==> config.mk <==
export PLATFORM = sky130hd
export DESIGN_NAME = vote_tally_engine
export DESIGN_NICKNAME = d
export VERILOG_FILES = /design/src/rtl/vote_tally_engine.sv
export SDC_FILE = /design/constraint.sdc
export NUM_CORES = 1
export LEC_CHECK = 0
export ABC_AREA = 1
export CORE_ASPECT_RATIO = 1.25
export CORE_MARGIN = 3
export CORE_UTILIZATION = 55
export DETAILED_ROUTE_END_ITERATION = 16
export PLACE_DENSITY = 0.84
export SYNTH_ARGS = -nofsm -noshare
export SYNTH_HDL_FRONTEND = slang
export SYNTH_SLANG_ARGS = --single-unit
==> constraint.sdc <==
create_clock -name clk -period 10.6 [get_ports clk]
set_clock_uncertainty 0.2 [all_clocks]
set_input_delay 2.12 -clock clk [delete_from_list [all_inputs] [get_ports clk]]
set_output_delay 2.12 -clock clk [all_outputs]
set_load 0.005 [all_outputs]
==> src/rtl/vote_tally_engine.sv <==
// Poll engine: per-district/per-candidate saturating vote counters, one-cycle ack/rej, NUM_CAND-cycle winner scan.
// Optional one-deep vote retraction is built only when VOTE_UNDO_EN is defined.
module vote_tally_engine #(
  parameter int NUM_CAND = 4,
  parameter int NUM_DIST = 3,
  parameter int CNT_W    = 16,
  localparam int CW = (NUM_CAND > 1) ? $clog2(NUM_CAND) : 1,
  localparam int DW = (NUM_DIST > 1) ? $clog2(NUM_DIST) : 1
) (
  input  logic             clk,
  input  logic             rst,
  input  logic             open_poll,
  input  logic             close_poll,
  input  logic             vote_valid,
  input  logic [CW-1:0]    vote_cand,
  input  logic [DW-1:0]    vote_dist,
  input  logic             undo,
  input  logic [CW-1:0]    rd_cand,
  input  logic [DW-1:0]    rd_dist,
  output logic             vote_ack,
  output logic             vote_rej,
  output logic [CNT_W-1:0] rd_count,
  output logic [CNT_W-1:0] rd_dist_total,
  output logic [CNT_W-1:0] rd_cand_total,
  output logic [CW-1:0]    winner,
  output logic             tie,
  output logic             result_valid,
  output logic [1:0]       state
);

  localparam logic [1:0] S_IDLE  = 2'd0;
  localparam logic [1:0] S_OPEN  = 2'd1;
  localparam logic [1:0] S_TALLY = 2'd2;
  localparam logic [1:0] S_DONE  = 2'd3;

  localparam int             NCM1      = NUM_CAND - 1;
  localparam logic [CW-1:0]  LAST_CAND = NCM1[CW-1:0];
  localparam logic [CW:0]    NC        = NUM_CAND[CW:0];
  localparam logic [DW:0]    ND        = NUM_DIST[DW:0];
  localparam logic [CNT_W-1:0] CNT_MAX = '1;

  logic [1:0]       state_q, state_d;
  logic [CNT_W-1:0] cnt_q [NUM_DIST][NUM_CAND];
  logic [CNT_W-1:0] cnt_d [NUM_DIST][NUM_CAND];
  logic [CNT_W-1:0] dtot_q [NUM_DIST];
  logic [CNT_W-1:0] dtot_d [NUM_DIST];
  logic [CNT_W-1:0] gtot_q, gtot_d;
  logic             ack_q, ack_d, rej_q, rej_d;
  logic [CW-1:0]    scan_q, scan_d, best_q, best_d;
  logic [CNT_W-1:0] bestval_q, bestval_d;
  logic             tie_q, tie_d, rv_q, rv_d;

`ifdef VOTE_UNDO_EN
  logic             hist_vld_q, hist_vld_d;
  logic [CW-1:0]    hist_cand_q, hist_cand_d;
  logic [DW-1:0]    hist_dist_q, hist_dist_d;
`else
  logic             undo_unused;
  assign undo_unused = undo;
`endif

  logic             vote_in_range, vote_room;
  logic [CNT_W-1:0] tgt_cnt, tgt_dtot, scan_sum;

  assign vote_in_range = ({1'b0, vote_cand} < NC) && ({1'b0, vote_dist} < ND);

  always_comb begin
    tgt_cnt  = '0;
    tgt_dtot = '0;
    if (vote_in_range) begin
      tgt_cnt  = cnt_q[vote_dist][vote_cand];
      tgt_dtot = dtot_q[vote_dist];
    end
  end

  // The grand total is also guarded, so no per-candidate sum across districts can exceed CNT_W bits.
  assign vote_room = (tgt_cnt != CNT_MAX) && (tgt_dtot != CNT_MAX) && (gtot_q != CNT_MAX);

  always_comb begin
    scan_sum = '0;
    for (int d = 0; d < NUM_DIST; d++) begin
      scan_sum = scan_sum + cnt_q[d][scan_q];
    end
  end

  always_comb begin
    state_d   = state_q;
    cnt_d     = cnt_q;
    dtot_d    = dtot_q;
    gtot_d    = gtot_q;
    ack_d     = 1'b0;
    rej_d     = 1'b0;
    scan_d    = scan_q;
    best_d    = best_q;
    bestval_d = bestval_q;
    tie_d     = tie_q;
    rv_d      = rv_q;
`ifdef VOTE_UNDO_EN
    hist_vld_d  = hist_vld_q;
    hist_cand_d = hist_cand_q;
    hist_dist_d = hist_dist_q;
`endif
    case (state_q)
      S_IDLE: begin
        rej_d = vote_valid;
        if (open_poll) state_d = S_OPEN;
      end
      S_OPEN: begin
        if (close_poll) begin
          state_d = S_TALLY;
          scan_d  = '0;
          rej_d   = vote_valid;
        end
`ifdef VOTE_UNDO_EN
        else if (undo && hist_vld_q) begin
          cnt_d[hist_dist_q][hist_cand_q] = cnt_q[hist_dist_q][hist_cand_q] - 1'b1;
          dtot_d[hist_dist_q]             = dtot_q[hist_dist_q] - 1'b1;
          gtot_d                          = gtot_q - 1'b1;
          hist_vld_d                      = 1'b0;
          rej_d                           = vote_valid;
        end
`endif
        else if (vote_valid) begin
          if (vote_in_range && vote_room) begin
            cnt_d[vote_dist][vote_cand] = tgt_cnt + 1'b1;
            dtot_d[vote_dist]           = tgt_dtot + 1'b1;
            gtot_d                      = gtot_q + 1'b1;
            ack_d                       = 1'b1;
`ifdef VOTE_UNDO_EN
            hist_vld_d  = 1'b1;
            hist_cand_d = vote_cand;
            hist_dist_d = vote_dist;
`endif
          end else begin
            rej_d = 1'b1;
          end
        end
      end
      S_TALLY: begin
        rej_d = vote_valid;
        if (scan_q == '0) begin
          best_d    = '0;
          bestval_d = scan_sum;
          tie_d     = 1'b0;
        end else if (scan_sum > bestval_q) begin
          best_d    = scan_q;
          bestval_d = scan_sum;
          tie_d     = 1'b0;
        end else if (scan_sum == bestval_q) begin
          tie_d = 1'b1;
        end
        if (scan_q == LAST_CAND) begin
          state_d = S_DONE;
          rv_d    = 1'b1;
        end else begin
          scan_d = scan_q + 1'b1;
        end
      end
      S_DONE: begin
        rej_d = vote_valid;
        if (open_poll) begin
          state_d   = S_IDLE;
          rv_d      = 1'b0;
          best_d    = '0;
          bestval_d = '0;
          tie_d     = 1'b0;
          gtot_d    = '0;
          for (int d = 0; d < NUM_DIST; d++) begin
            dtot_d[d] = '0;
            for (int c = 0; c < NUM_CAND; c++) cnt_d[d][c] = '0;
          end
`ifdef VOTE_UNDO_EN
          hist_vld_d = 1'b0;
`endif
        end
      end
      default: state_d = S_IDLE;
    endcase
  end

  always_ff @(posedge clk or posedge rst) begin
    if (rst) begin
      state_q   <= S_IDLE;
      gtot_q    <= '0;
      ack_q     <= 1'b0;
      rej_q     <= 1'b0;
      scan_q    <= '0;
      best_q    <= '0;
      bestval_q <= '0;
      tie_q     <= 1'b0;
      rv_q      <= 1'b0;
      for (int d = 0; d < NUM_DIST; d++) begin
        dtot_q[d] <= '0;
        for (int c = 0; c < NUM_CAND; c++) cnt_q[d][c] <= '0;
      end
`ifdef VOTE_UNDO_EN
      hist_vld_q  <= 1'b0;
      hist_cand_q <= '0;
      hist_dist_q <= '0;
`endif
    end else begin
      state_q   <= state_d;
      cnt_q     <= cnt_d;
      dtot_q    <= dtot_d;
      gtot_q    <= gtot_d;
      ack_q     <= ack_d;
      rej_q     <= rej_d;
      scan_q    <= scan_d;
      best_q    <= best_d;
      bestval_q <= bestval_d;
      tie_q     <= tie_d;
      rv_q      <= rv_d;
`ifdef VOTE_UNDO_EN
      hist_vld_q  <= hist_vld_d;
      hist_cand_q <= hist_cand_d;
      hist_dist_q <= hist_dist_d;
`endif
    end
  end

  logic rd_c_ok, rd_d_ok;
  assign rd_c_ok = ({1'b0, rd_cand} < NC);
  assign rd_d_ok = ({1'b0, rd_dist} < ND);

  always_comb begin
    rd_count      = '0;
    rd_dist_total = '0;
    rd_cand_total = '0;
    if (rd_c_ok && rd_d_ok) rd_count = cnt_q[rd_dist][rd_cand];
    if (rd_d_ok) rd_dist_total = dtot_q[rd_dist];
    if (rd_c_ok) begin
      for (int d = 0; d < NUM_DIST; d++) begin
        rd_cand_total = rd_cand_total + cnt_q[d][rd_cand];
      end
    end
  end

  // The scan's running best is only published once the scan has finished.
  assign winner       = rv_q ? best_q : '0;
  assign tie          = rv_q & tie_q;
  assign result_valid = rv_q;
  assign state        = state_q;
  assign vote_ack     = ack_q;
  assign vote_rej     = rej_q;

endmodule

==> metrics.csv <==
metric,value,unit
drt_iter0_drc,3973,
synth_edf_count,0,
cts_inserted_buffers,31,
finalCritPeriodShare,84.3,%
dr.pass1.iters,8,
syn_avg_cell_area,6.83,sq um
ir_drop,0.000186,V
rows,80,
core-area,38300,sq um
tritoncts,built,
cellPowerDensity,230,nW/um^2
start_util,56.0,%
syn_inst,3143,
hp-start,dtot_q[46]$_DFFE_PP0P_,
drive_gt1_share,5.76,%
fp.dieW,183,um
fin_util,60.3,%
fin_setup_tns,0,ns
synth_largest_area_cell,dfrtp_1,
vias,24000,
synth_seq_cells,282,
grt_pass1_wl,132,mm
maxUsedRoutingLayer,met4,
async_flop_share,100,%
drv_slew,0,
slew-limit-headroom,12.7,%
cp-start-kind,input pin,
routed_wl,87.5,mm
dieArea,41400,sq um
seqPwrFrac,23.9,%
yosys-top-cells-area,"dfrtp_1, nand2_1, nand4_1, nand3_1, o21ai_0",
clk_pin_slew,0.06,ns
io_pins,70,
cts_max_level,1,
place_ws,1.82,ns
outcome,finished clean,
pwr-share-comb,54.7,%
grt_max_degree,183,
tightestPinTransition,1.30,ns
wl_met1,28.2,mm
postCtsHoldBufs,0,
yosysMostFrequentCell,nand2_1,
ctsResizeCount,0,
seq_area_frac_synth,32.9,%
ant_nets,0,
synth_commonest_cells,"nand2_1, dfrtp_1, nor2_1",
antenna_found_initial,2,
max-cap-violations,0,
nets,3182,
synth_flop_cell,dfrtp_1,
fin_ws,1.66,ns
clockBufferDepth,3,
wl_per_cell,24.3,um
crit_chain,buf_2 -> inv_2 -> buf_4 -> nand2_1 -> a22oi_1 -> fa_1 -> ha_1 -> inv_1 -> fa_1 -> nand3b_1 -> nand2_1 -> a31oi_1 -> o21bai_1 -> a21oi_1 -> o21ai_0 -> a21oi_1 -> xor2_1 -> clkdlybuf4s50_1,
critical_path_class,in2out,
dr_wl_met3,13.2,mm
finalHoldViolations,0,
hpwl,55.3,mm
viasPerCell,6.68,
fmax,0.112,GHz
port_buffers,68,
rsz0062_at_grt,no,
cts_setup_buffers,0,
crit_path_max_incr_delay,0.52,ns
timing.rr.start,scan_q[0]$_DFFE_PP0P_,
switching_power,2570,uW
grt_pass1_vias,22900,
critPathRequiredTime,8.28,ns
endpoint_kind,primary output,
cp-startpoint,rd_cand[0],
drc_errors,0,
hp-class,reg2reg,
worst-path-max-fanout,30,
p_sw_share,48.3,%
intPower,2760,uW
cts_root_buf,clkbuf_16,
crit_family,buffers and inverters,
die_h,227,um
ys_types,48,
p_clk_share,21.4,%
slowest_stage,clkdlybuf4s50_1,
leakagePower,0.0112,uW
cp.arrival,6.62,ns
syn_nets,3242,
syn_to_final_growth,7.78,%
track_usage,41.2,%
met2WireLength,37.4,mm
cts_sinks,282,
synth.yosys.warnings,0,
post-route-min-period,8.94,ns
path_buf_inv,5,
finalSetupViolCount,0,
synth_area,21500,sq um
synth_top_area_share,32.9,%
grt-ovfl-total,0,
worstSkewPairLatency,0.61,ns
gp_congestion,1.06,
-- worst reg2reg max path: cells and delay by family, from the launching register on --
| family | cells | cell delay [ns] |
|---|---|---|
| xor gates and xnor gates | 1 | 0.18 |
| and+or+nand+nor | 6 | 1.06 |
| buffers and inverters | 5 | 2.26 |
| adders and majority gates | 3 | 1.24 |
| AOI/OAI and AO/OA | 9 | 1.90 |
| DFF | 1 | 0.38 |
-- area by class of cell --
cell class              instances  area, sq um
repair buffers                112         1010
fillers                      3464        15200
diodes                          2         5.00
clock buffers                  42          877
flip-flops and latches        282         7060
multi-input cells            2443        12600
well taps                     492          616
clock inverters                14          159
inverters                     213          813
-- flip-flops by register name (all words and copies together), names as in the netlist --
name / count
best_q: 2
bestval_q: 16
cnt_q: 192
dtot_q: 48
gtot_q: 16
result_valid: 1
scan_q: 2
state: 2
tie_q: 1
vote_ack: 1
vote_rej: 1
-- cells by family after synthesis --
kind of cell / share of synthesized area (%)
buffers and inverters: 8.63
and+or+nand+nor: 37.1
AOI/OAI and AO/OA: 12.8
DFF: 32.9
adders and majority gates: 6.08
xor gates and xnor gates: 2.45
-- per-layer routing --
metal | global-route usage (%) | up-vias
met5 | 0 | -
met3 | 13.8 | 622
met2 | 61.1 | 2069
met4 | 33.8 | 0
met1 | 48.4 | 11000
li1 | - | 10400
-- layout by cell type, fill, tap and decap left out, types with 12 or more instances in the layout --
cell,count
xor2_1,40
inv_2,17
xnor2_1,20
o22ai_1,45
inv_1,187
nor3_1,12
buf_4,43
a21oi_1,139
nand4_1,207
fa_1,32
clkbuf_16,31
nor2_1,253
ha_1,53
clkdlybuf4s50_1,66
a221oi_1,15
nand2_1,1066
nor2_2,14
nand3_1,224
a32o_1,35
o21ai_0,201
dfrtp_1,281
-- power groups by stage --
stage / registers (uW) / logic (uW) / clock network [uW]
after floorplan: 1270 / 1950 / 0
after global placement: 1280 / 2680 / 0
after detailed placement: 1290 / 2790 / 0
after CTS: 1270 / 2800 / 1140
after global routing: 1290 / 3140 / 1180
final: 1270 / 2920 / 1140
-- stage by stage --
stage	hold slack [ns]	total power, uW	std cells	area, sq um
after floorplan	0.242	3210	3143	21500
after global placement	0.253	3960	3542	22100
after detailed placement	0.258	4080	3542	22100
after CTS	0.273	5210	3598	23100
after global routing	0.300	5600	3598	23100
final	0.274	5330	3600	23100
-- final timing paths --
check	to	slack (ns)	depth (start not counted)
min in group asynchronous	cnt_q[70]$_DFFE_PP0P_	1.79	2
setup reg to reg	bestval_q[5]$_DFFE_PP0P_	3.25	24
setup / recovery	rd_cand_total[13]	1.66	18
max in group asynchronous	cnt_q[13]$_DFFE_PP0P_	6.80	3
hold / removal	dtot_q[46]$_DFFE_PP0P_	0.27	2
hold reg to reg	dtot_q[46]$_DFFE_PP0P_	0.27	2
Note: power is estimated with default switching activity, not from simulation.
